`config.mk`:
```
export PLATFORM = sky130hd
export DESIGN_NAME = bin_to_bcd_seq
export DESIGN_NICKNAME = d
export VERILOG_FILES = /design/src/rtl/bin_to_bcd_seq.sv
export SDC_FILE = /design/constraint.sdc
export NUM_CORES = 1
export LEC_CHECK = 0
export ABC_AREA = 1
export BUFFER_PORTS_ARGS = -buffer_cell sky130_fd_sc_hd__buf_4
export CORE_MARGIN = 4
export CORE_UTILIZATION = 51
export DETAILED_ROUTE_END_ITERATION = 16
export PLACE_DENSITY_LB_ADDON = 0.15
export SLEW_MARGIN = 20
export SYNTH_ARGS = -nofsm -noshare
export SYNTH_HDL_FRONTEND = slang
export SYNTH_SLANG_ARGS = --single-unit
```
`constraint.sdc`:
```
create_clock -name clk -period 1.2 [get_ports clk]
set_input_delay 0.06 -clock clk [delete_from_list [all_inputs] [get_ports clk]]
set_output_delay 0.06 -clock clk [all_outputs]
set_load 0.01 [all_outputs]
```
`src/rtl/bin_to_bcd_seq.sv`:
```
// Sequential binary-to-BCD converter (shift-add-3), one input bit per clock.
// Optional macro BIN_TO_BCD_SEQ_BLANK_EN turns leading zero digits into 4'hF.
module bin_to_bcd_seq #(
  parameter int IN_W   = 14,
  parameter int DIGITS = 4
) (
  input  logic                  clk,
  input  logic                  rst,
  input  logic                  start,
  input  logic [IN_W-1:0]       bin,
  output logic                  busy,
  output logic                  done,
  output logic [4*DIGITS-1:0]   digits,
  output logic                  overflow
);

  localparam int BCD_W = 4 * DIGITS;
  localparam int CNT_W = $clog2(IN_W + 1);

  localparam logic [1:0] S_IDLE  = 2'd0;
  localparam logic [1:0] S_SHIFT = 2'd1;
  localparam logic [1:0] S_DONE  = 2'd2;

  function automatic logic [63:0] max_val();
    logic [63:0] p;
    p = 64'd1;
    for (int i = 0; i < DIGITS; i++) p = p * 64'd10;
    return p - 64'd1;
  endfunction

  localparam logic [63:0] MAX_VAL = max_val();

  function automatic logic [BCD_W-1:0] add3(input logic [BCD_W-1:0] s);
    logic [BCD_W-1:0] r;
    r = s;
    for (int i = 0; i < DIGITS; i++)
      if (r[4*i +: 4] >= 4'd5) r[4*i +: 4] = r[4*i +: 4] + 4'd3;
    return r;
  endfunction

  // Saturate on overflow; optionally blank leading zeros (ones digit always kept).
  function automatic logic [BCD_W-1:0] finalize(input logic [BCD_W-1:0] s,
                                                 input logic ovf);
    logic [BCD_W-1:0] r;
    logic             seen;
    r = s;
    if (ovf) begin
      for (int i = 0; i < DIGITS; i++) r[4*i +: 4] = 4'h9;
    end else begin
`ifdef BIN_TO_BCD_SEQ_BLANK_EN
      seen = 1'b0;
      for (int i = DIGITS - 1; i >= 1; i--) begin
        if (!seen && r[4*i +: 4] == 4'h0) r[4*i +: 4] = 4'hF;
        else seen = 1'b1;
      end
`else
      seen = 1'b0;
`endif
    end
    return r;
  endfunction

  logic [1:0]            state_q, state_d;
  logic [IN_W-1:0]       sh_q, sh_d;
  logic [BCD_W-1:0]      scr_q, scr_d;
  logic [CNT_W-1:0]      cnt_q, cnt_d;
  logic                  ovf_q, ovf_d;
  logic [BCD_W-1:0]      digits_q, digits_d;
  logic                  overflow_q, overflow_d;
  logic [BCD_W+IN_W-1:0] shifted;

  assign shifted = {add3(scr_q), sh_q} << 1;

  always_comb begin
    state_d    = state_q;
    sh_d       = sh_q;
    scr_d      = scr_q;
    cnt_d      = cnt_q;
    ovf_d      = ovf_q;
    digits_d   = digits_q;
    overflow_d = overflow_q;
    case (state_q)
      S_IDLE: begin
        if (start) begin
          sh_d    = bin;
          scr_d   = '0;
          cnt_d   = CNT_W'(IN_W);
          ovf_d   = (64'(bin) > MAX_VAL);
          state_d = S_SHIFT;
        end
      end
      S_SHIFT: begin
        {scr_d, sh_d} = shifted;
        cnt_d         = cnt_q - 1'b1;
        // Outputs are loaded on the final shift edge so they are valid alongside done.
        if (cnt_q == CNT_W'(1)) begin
          digits_d   = finalize(shifted[BCD_W+IN_W-1 -: BCD_W], ovf_q);
          overflow_d = ovf_q;
          state_d    = S_DONE;
        end
      end
      S_DONE:  state_d = S_IDLE;
      default: state_d = S_IDLE;
    endcase
  end

  always_ff @(posedge clk) begin
    if (rst) begin
      state_q    <= S_IDLE;
      sh_q       <= '0;
      scr_q      <= '0;
      cnt_q      <= '0;
      ovf_q      <= 1'b0;
      digits_q   <= '0;
      overflow_q <= 1'b0;
    end else begin
      state_q    <= state_d;
      sh_q       <= sh_d;
      scr_q      <= scr_d;
      cnt_q      <= cnt_d;
      ovf_q      <= ovf_d;
      digits_q   <= digits_d;
      overflow_q <= overflow_d;
    end
  end

  assign busy     = (state_q == S_SHIFT);
  assign done     = (state_q == S_DONE);
  assign digits   = digits_q;
  assign overflow = overflow_q;

endmodule
```
==> impl_metrics.env, run 1 <==
export IMPL_grt_pass1_wl_um=10670
export IMPL_end_kind="register"
export IMPL_root_buffer="clkbuf_8"
export IMPL_criticalPathCategory="register to register"
export IMPL_die_area_um2=6223
export IMPL_p_comb_share_pct=19.9
export IMPL_clk_latency_ns=0.30
export IMPL_gp_congestion=0.8930
export IMPL_totalWireLength_um=7496
export IMPL_gr_total_overflow=0
export IMPL_relSlewSlack_pct=75.52
export IMPL_vdd_ir_drop_max_mv=0.6805
export IMPL_clockBufferDepth=2
export IMPL_finish_net_count=474
export IMPL_p_per_area_nw_per_um2=936.0
export IMPL_p_int_mw=2.617
export IMPL_synth_compound_area_share_pct=17.72
export IMPL_fin_cells=514
export IMPL_area_delta_synth_final_pct=49.66
export IMPL_clk_pin_slew_worst_paths_ns=0.09
export IMPL_fmax_mhz=765.7
export IMPL_layout_commonest_cell="nand2_1"
export IMPL_antenna_cells=0
export IMPL_antenna_found_initial=0
export IMPL_clkPwrFrac_pct=26.7
export IMPL_grt_pass1_vias=2429
export IMPL_grt_use_total_pct=20.87
export IMPL_core_area_um2=4786
export IMPL_maxCapViolations=0
export IMPL_die_w_um=78.89
export IMPL_hold_viol=0
export IMPL_cp_max_fo=8
export IMPL_synth_adder_area_share_pct=4.883
export IMPL_die_h_um=78.89
export IMPL_ys_seq_elements=54
export IMPL_tightest_slew_ns=0.3673
export IMPL_yosysWarnings=0
export IMPL_period_needed_ns=1.306
export IMPL_io_buffer_count=35
export IMPL_worst_slack_ns=-0.1059
export IMPL_drive_gt1_share_pct=40.72
export IMPL_required_ns=1.42
export IMPL_routedWlPerCell_um=14.58
export IMPL_drv_slew=0
export IMPL_clock_skew_ns=0.005566
export IMPL_power_mw=3.589
export IMPL_netlist_area_um2=2562
export IMPL_sw_frac_of_total_pct=27.08
export IMPL_layout_common_cells="82 x nand2_1, 67 x buf_4, 42 x dfxtp_1, 35 x a21oi_1, 31 x inv_1"
export IMPL_final_util_pct=80.13
export IMPL_dpl_hpwl_um=4317
export IMPL_synthXorXnorAreaFrac_pct=0
export IMPL_synth_area_mux_share_pct=0
export IMPL_setup_viol=23
export IMPL_arrival_ns=1.53
export IMPL_rr_worst_depth=7
export IMPL_place_inst=492
export IMPL_htreeDepth=2
export IMPL_post_route_period_util_pct=108.8
export IMPL_rsz0062_at_grt="true"
export IMPL_power_switching_mw=0.9721
export IMPL_synth_top_family_by_area="simple AND/OR/NAND/NOR gates"
export IMPL_vias_per_cell=5.302
export IMPL_drcViolationCount=0
export IMPL_grt_start_max_net_pins=30
export IMPL_p_leak_nw=1.699
export IMPL_vias=2725
export IMPL_dr_pass1_iters=4
export IMPL_drt_first_iter_violations=220
export IMPL_cts_hold_buf=0
export IMPL_clock_sinks=54
export IMPL_synthCells=371
export IMPL_hp_class="input port to register"
export IMPL_status="complete, but fails checks"
export IMPL_synth_nets=398
export IMPL_synthDistinctLibCells=20
export IMPL_yosysSeqAreaShare_pct=42.19
export IMPL_power_frac_seq_pct=53.4
export IMPL_hold_path_depth=3
export IMPL_failed_checks="negative setup slack"
export IMPL_io_pins=36
export IMPL_numCtsBuffers=5
export IMPL_cts_tree="built"
export IMPL_row_count=25
export IMPL_start_util_pct=53.54
export IMPL_ant_nets=0
export IMPL_synth_simple_area_share_pct=25.54
export IMPL_crit_path_start_kind="register"
export IMPL_post_synth_cell_area_avg_um2=6.907
==> power by group through the flow <==
stage               Sequential, mW  Combinational [mW]  Clock, mW
floorplan                     1.95               0.272          0
global placement              1.94               0.499          0
detailed placement            1.95               0.503          0
CTS                           1.91               0.558      0.964
global route                  1.93               0.778       1.04
finish                        1.92               0.713      0.959
==> Yosys cell counts <==
master	count	share of area, %
buf_2	6	1.2
nor2_1	12	1.8
nor3_1	2	0.39
inv_2	1	0.15
a221oi_1	1	0.34
nand4_1	8	2.0
ha_1	10	4.9
nand3_1	20	3.9
dfxtp_1	54	42
a21oi_1	47	9.2
nand2_1	109	16
nand3b_1	1	0.29
nand3_2	1	0.39
nor2_4	2	0.88
buf_1	3	0.44
clkbuf_1	5	0.73
o21ai_1	3	0.59
buf_6	1	0.44
o21ai_0	39	7.6
inv_1	46	6.7
==> registers in the layout, indices dropped and copies added, names as in the netlist <==
name	flops
cnt_q	4
digits	16
overflow	1
ovf_q	1
scr_q	16
sh_q	14
state_q	2
==> cells by family after synthesis <==
kind of cell / after synthesis
buffers and inverters: 62
adder cells (fa/ha/maj): 10
AND/OR/NAND/NOR: 155
flip-flops: 54
AO/OA/AOI/OAI: 90
==> through the flow <==
stage | hold WS (ns) | cell area [um2] | TNS (ns) | worst slack (ns)
floorplan | 0.2213 | 2581 | 0 | 0.002090
global placement | 0.3501 | 3178 | -0.2145 | -0.02678
detailed placement | 0.3514 | 3178 | -1.213 | -0.07248
CTS | 0.02987 | 3362 | -0.6531 | -0.06211
global route | 0.06704 | 3835 | -3.309 | -0.2375
finish | 0.04576 | 3835 | -0.7186 | -0.1059
==> repair_timing <==
item                       CTS  global route
resized for setup           24           129
setup buffers                7             7
hold endpoints to repair     0             0
pin swaps                    3            24
cloned                       0             3
setup endpoints to repair   37            52
==> area by class of cell <==
cell class | instances | area [um2]
Clock buffer | 7 | 76.32
Multi-Input combinational cell | 255 | 1610
Tap cell | 67 | 83.83
Fill cell | 315 | 950.9
Sequential cell | 54 | 1101
Inverter | 47 | 186.4
Timing Repair Buffer | 84 | 777.0
==> worst max-delay path, cell delays in order, from the launching register on <==
cell and delay (ns):
dfxtp_4 0.39, inv_4 0.04, nor2_4 0.13, nand3_4 0.12, nor2_4 0.18, buf_12 0.14, nand2_1 0.06, a21oi_1 0.16
==> routing by layer <==
layer  wire, um  vias to the layer above  track usage [%]  part of all wire [%]
li1           -                     1356                -                     -
met1       3113                     1260            26.84                    42
met2       3822                       83            36.42                    51
met3        309                       26            2.381                   4.1
met4        250                        0            6.873                   3.3
met5          0                        -                0                     0
==> final timing paths <==
check                           from                       to  slack (ns)
min reg2reg    sh_q[11]$_SDFFE_PP0P_    sh_q[11]$_SDFFE_PP0P_        0.45
max reg2reg  state_q[0]$_SDFFE_PP0P_  digits[10]$_SDFFE_PP0P_       -0.11
min                           bin[0]     sh_q[0]$_SDFFE_PP0P_        0.05
max          state_q[0]$_SDFFE_PP0P_  digits[10]$_SDFFE_PP0P_       -0.11
Power figures use the tool's default switching activity.
==> run 2: changes to the inputs <==
Settings changed: CELL_PAD_IN_SITES_DETAIL_PLACEMENT set to 0, CELL_PAD_IN_SITES_GLOBAL_PLACEMENT set to 2, CORE_MARGIN 4 to unset, CORE_UTILIZATION 51 to 28, PLACE_DENSITY set to 0.74, PLACE_DENSITY_LB_ADDON 0.15 to unset.
==> impl_metrics.env, run 2 (synthesis gave the netlist of run 1 again) <==
export IMPL_clk_latency_ns=0.31
export IMPL_multi_input_area_um2=1521
export IMPL_status="complete, but fails checks"
export IMPL_criticalPathCategory="register to register"
export IMPL_seqCellArea_um2=1104
export IMPL_vias_per_cell=4.578
export IMPL_p_leak_nw=1.766
export IMPL_cts_hold_buf=0
export IMPL_vias=2582
export IMPL_failed_checks="negative setup slack"
export IMPL_layout_commonest_cell="nand2_1"
export IMPL_crit_path_start_kind="register"
export IMPL_clock_sinks=54
export IMPL_r2r_slack_ns=-0.06
export IMPL_hold_path_depth=3
export IMPL_routedWlPerCell_um=12.69
export IMPL_tightest_slew_ns=0.3490
export IMPL_setup_viol=26
export IMPL_htreeDepth=2
export IMPL_n_fill_cell=899
export IMPL_gp_congestion=0.7571
export IMPL_drcViolationCount=0
export IMPL_dpl_hpwl_um=4536
export IMPL_place_area_um2=3274
export IMPL_clkPwrFrac_pct=28.1
export IMPL_rsz0062_at_grt="true"
export IMPL_fin_cells=564
export IMPL_ant_nets=0
export IMPL_hold_viol=0
export IMPL_gr_total_overflow=0
export IMPL_row_count=34
export IMPL_antenna_found_initial=0
export IMPL_required_ns=1.40
export IMPL_place_inst=534
export IMPL_io_buffer_count=35
export IMPL_r2r_start="cnt_q[1]$_SDFFE_PP0P_"
export IMPL_end_kind="register"
export IMPL_post_route_period_util_pct=104.8
export IMPL_r2r_end="digits[7]$_SDFFE_PP0P_"
export IMPL_area_delta_synth_final_pct=56.15
export IMPL_cts_tree="built"
export IMPL_numCtsBuffers=5
export IMPL_rr_worst_depth=7
export IMPL_clock_skew_ns=0.009276
export IMPL_power_mw=3.769
export IMPL_die_w_um=97.67
export IMPL_sw_frac_of_total_pct=27.00
export IMPL_root_buffer="clkbuf_8"
export IMPL_grt_pass1_vias=2437
export IMPL_layout_common_cells="87 x nand2_1, 65 x buf_4, 42 x dfxtp_1, 41 x a21oi_1, 33 x inv_1"
export IMPL_period_needed_ns=1.258
export IMPL_start_util_pct=29.10
export IMPL_whs_endpoint="sh_q[0]$_SDFFE_PP0P_"
export IMPL_grt_start_max_net_pins=30
export IMPL_worst_slack_ns=-0.05786
export IMPL_dr_pass1_iters=4
export IMPL_clockBufferDepth=2
export IMPL_grt_pass1_wl_um=11840
export IMPL_relSlewSlack_pct=76.73
export IMPL_drt_first_iter_violations=101
export IMPL_io_pins=36
export IMPL_cp_max_fo=5
export IMPL_p_per_area_nw_per_um2=941.9
export IMPL_power_switching_mw=1.018
export IMPL_hp_start="bin[0]"
export IMPL_arrival_ns=1.46
export IMPL_grt_use_total_pct=15.41
export IMPL_drv_slew=0
export IMPL_vdd_ir_drop_max_mv=0.5377
export IMPL_fmax_mhz=795.0
export IMPL_die_area_um2=9538
export IMPL_antenna_cells=0
export IMPL_p_comb_share_pct=21.1
export IMPL_core_area_um2=8806
export IMPL_drive_gt1_share_pct=40.35
export IMPL_whs_ns=0.01792
export IMPL_die_h_um=97.67
export IMPL_design_area_um2=4001
export IMPL_finish_net_count=482
export IMPL_maxCapViolations=0
export IMPL_totalWireLength_um=7158
export IMPL_hp_class="input port to register"
export IMPL_clk_pin_slew_worst_paths_ns=0.10
export IMPL_power_frac_seq_pct=50.7
export IMPL_p_int_mw=2.751
==> run 2: cell count changes in the layout (fill, tap and decap cells not counted), sizes merged <==
cell	previous run	this run
buf	82	91
clkinvlp	0	2
clkbuf	9	7
clkinv	0	1
inv	47	46
==> run 2: power groups by stage <==
stage	registers, mW	clock network [mW]	logic [mW]
finish	1.91	1.06	0.797
global route	1.92	1.18	0.877
CTS	1.91	1.11	0.730
detailed placement	1.94	0	0.547
global placement	1.94	0	0.543
floorplan	1.95	0	0.272
==> run 2: per-layer routing <==
metal  part of all wire [%]  global-route usage, %  wire, um  vias to the layer above
li1                       -                      -         -                     1372
met1                     50                  20.91      3613                     1173
met2                     46                  25.37      3289                       31
met3                    2.7                  2.950       194                        6
met4                   0.85                  3.147        61                        0
met5                      0                      0         0                        -
==> run 2: worst max path at each step <==
| stage | start | to | slack (ns) | cells after the start |
|---|---|---|---|---|
| 2_1_floorplan | cnt_q[1]$_SDFFE_PP0P_ | digits[1]$_SDFFE_PP0P_ | 0.002 | 6 |
| 4_1_cts | state_q[0]$_SDFFE_PP0P_ | digits[14]$_SDFFE_PP0P_ | -0.09 | 8 |
| 3_5_place_dp | scr_q[12]$_SDFFE_PP0P_ | digits[13]$_SDFFE_PP0P_ | -0.09 | 9 |
| 3_3_place_gp | scr_q[4]$_SDFFE_PP0P_ | scr_q[5]$_SDFFE_PP0P_ | -0.08 | 9 |
| 6_report | cnt_q[1]$_SDFFE_PP0P_ | digits[7]$_SDFFE_PP0P_ | -0.06 | 7 |
| 5_1_grt | state_q[0]$_SDFFE_PP0P_ | digits[14]$_SDFFE_PP0P_ | -0.15 | 8 |
==> run 2: critical path: stages (launching register included) <==
cell and delay (ns):
dfxtp_2 0.35, inv_2 0.05, ha_4 0.16, nand3_4 0.09
buf_4 0.13, clkinvlp_4 0.16, o21ai_1 0.16, a21oi_1 0.06
==> run 2: what timing repair did <==
item / in CTS / in global routing
buffers inserted: 15 / 3
cloned: 5 / 0
setup endpoints to repair: 36 / 52
resized for setup: 58 / 79
pin swaps: 12 / 13
==> run 2: layout make-up <==
cell class / instances / area share, %
clock buffer: 7 / 2.158
timing repair buffer: 91 / 24.05
sequential: 54 / 27.58
multi-input combinational: 255 / 38.02
timing repair inverter: 1 / 0.1876
inverter: 47 / 4.503
tap: 108 / 3.377
clock inverter: 1 / 0.1251
==> run 2: through the flow <==
stage	TNS [ns]	util, %	worst slack [ns]
floorplan	0	-	0.002090
global placement	-0.7189	37.18	-0.07648
detailed placement	-1.331	37.18	-0.09258
CTS	-1.874	42.82	-0.09488
global route	-3.841	45.44	-0.1515
finish	-0.8703	45.44	-0.05786
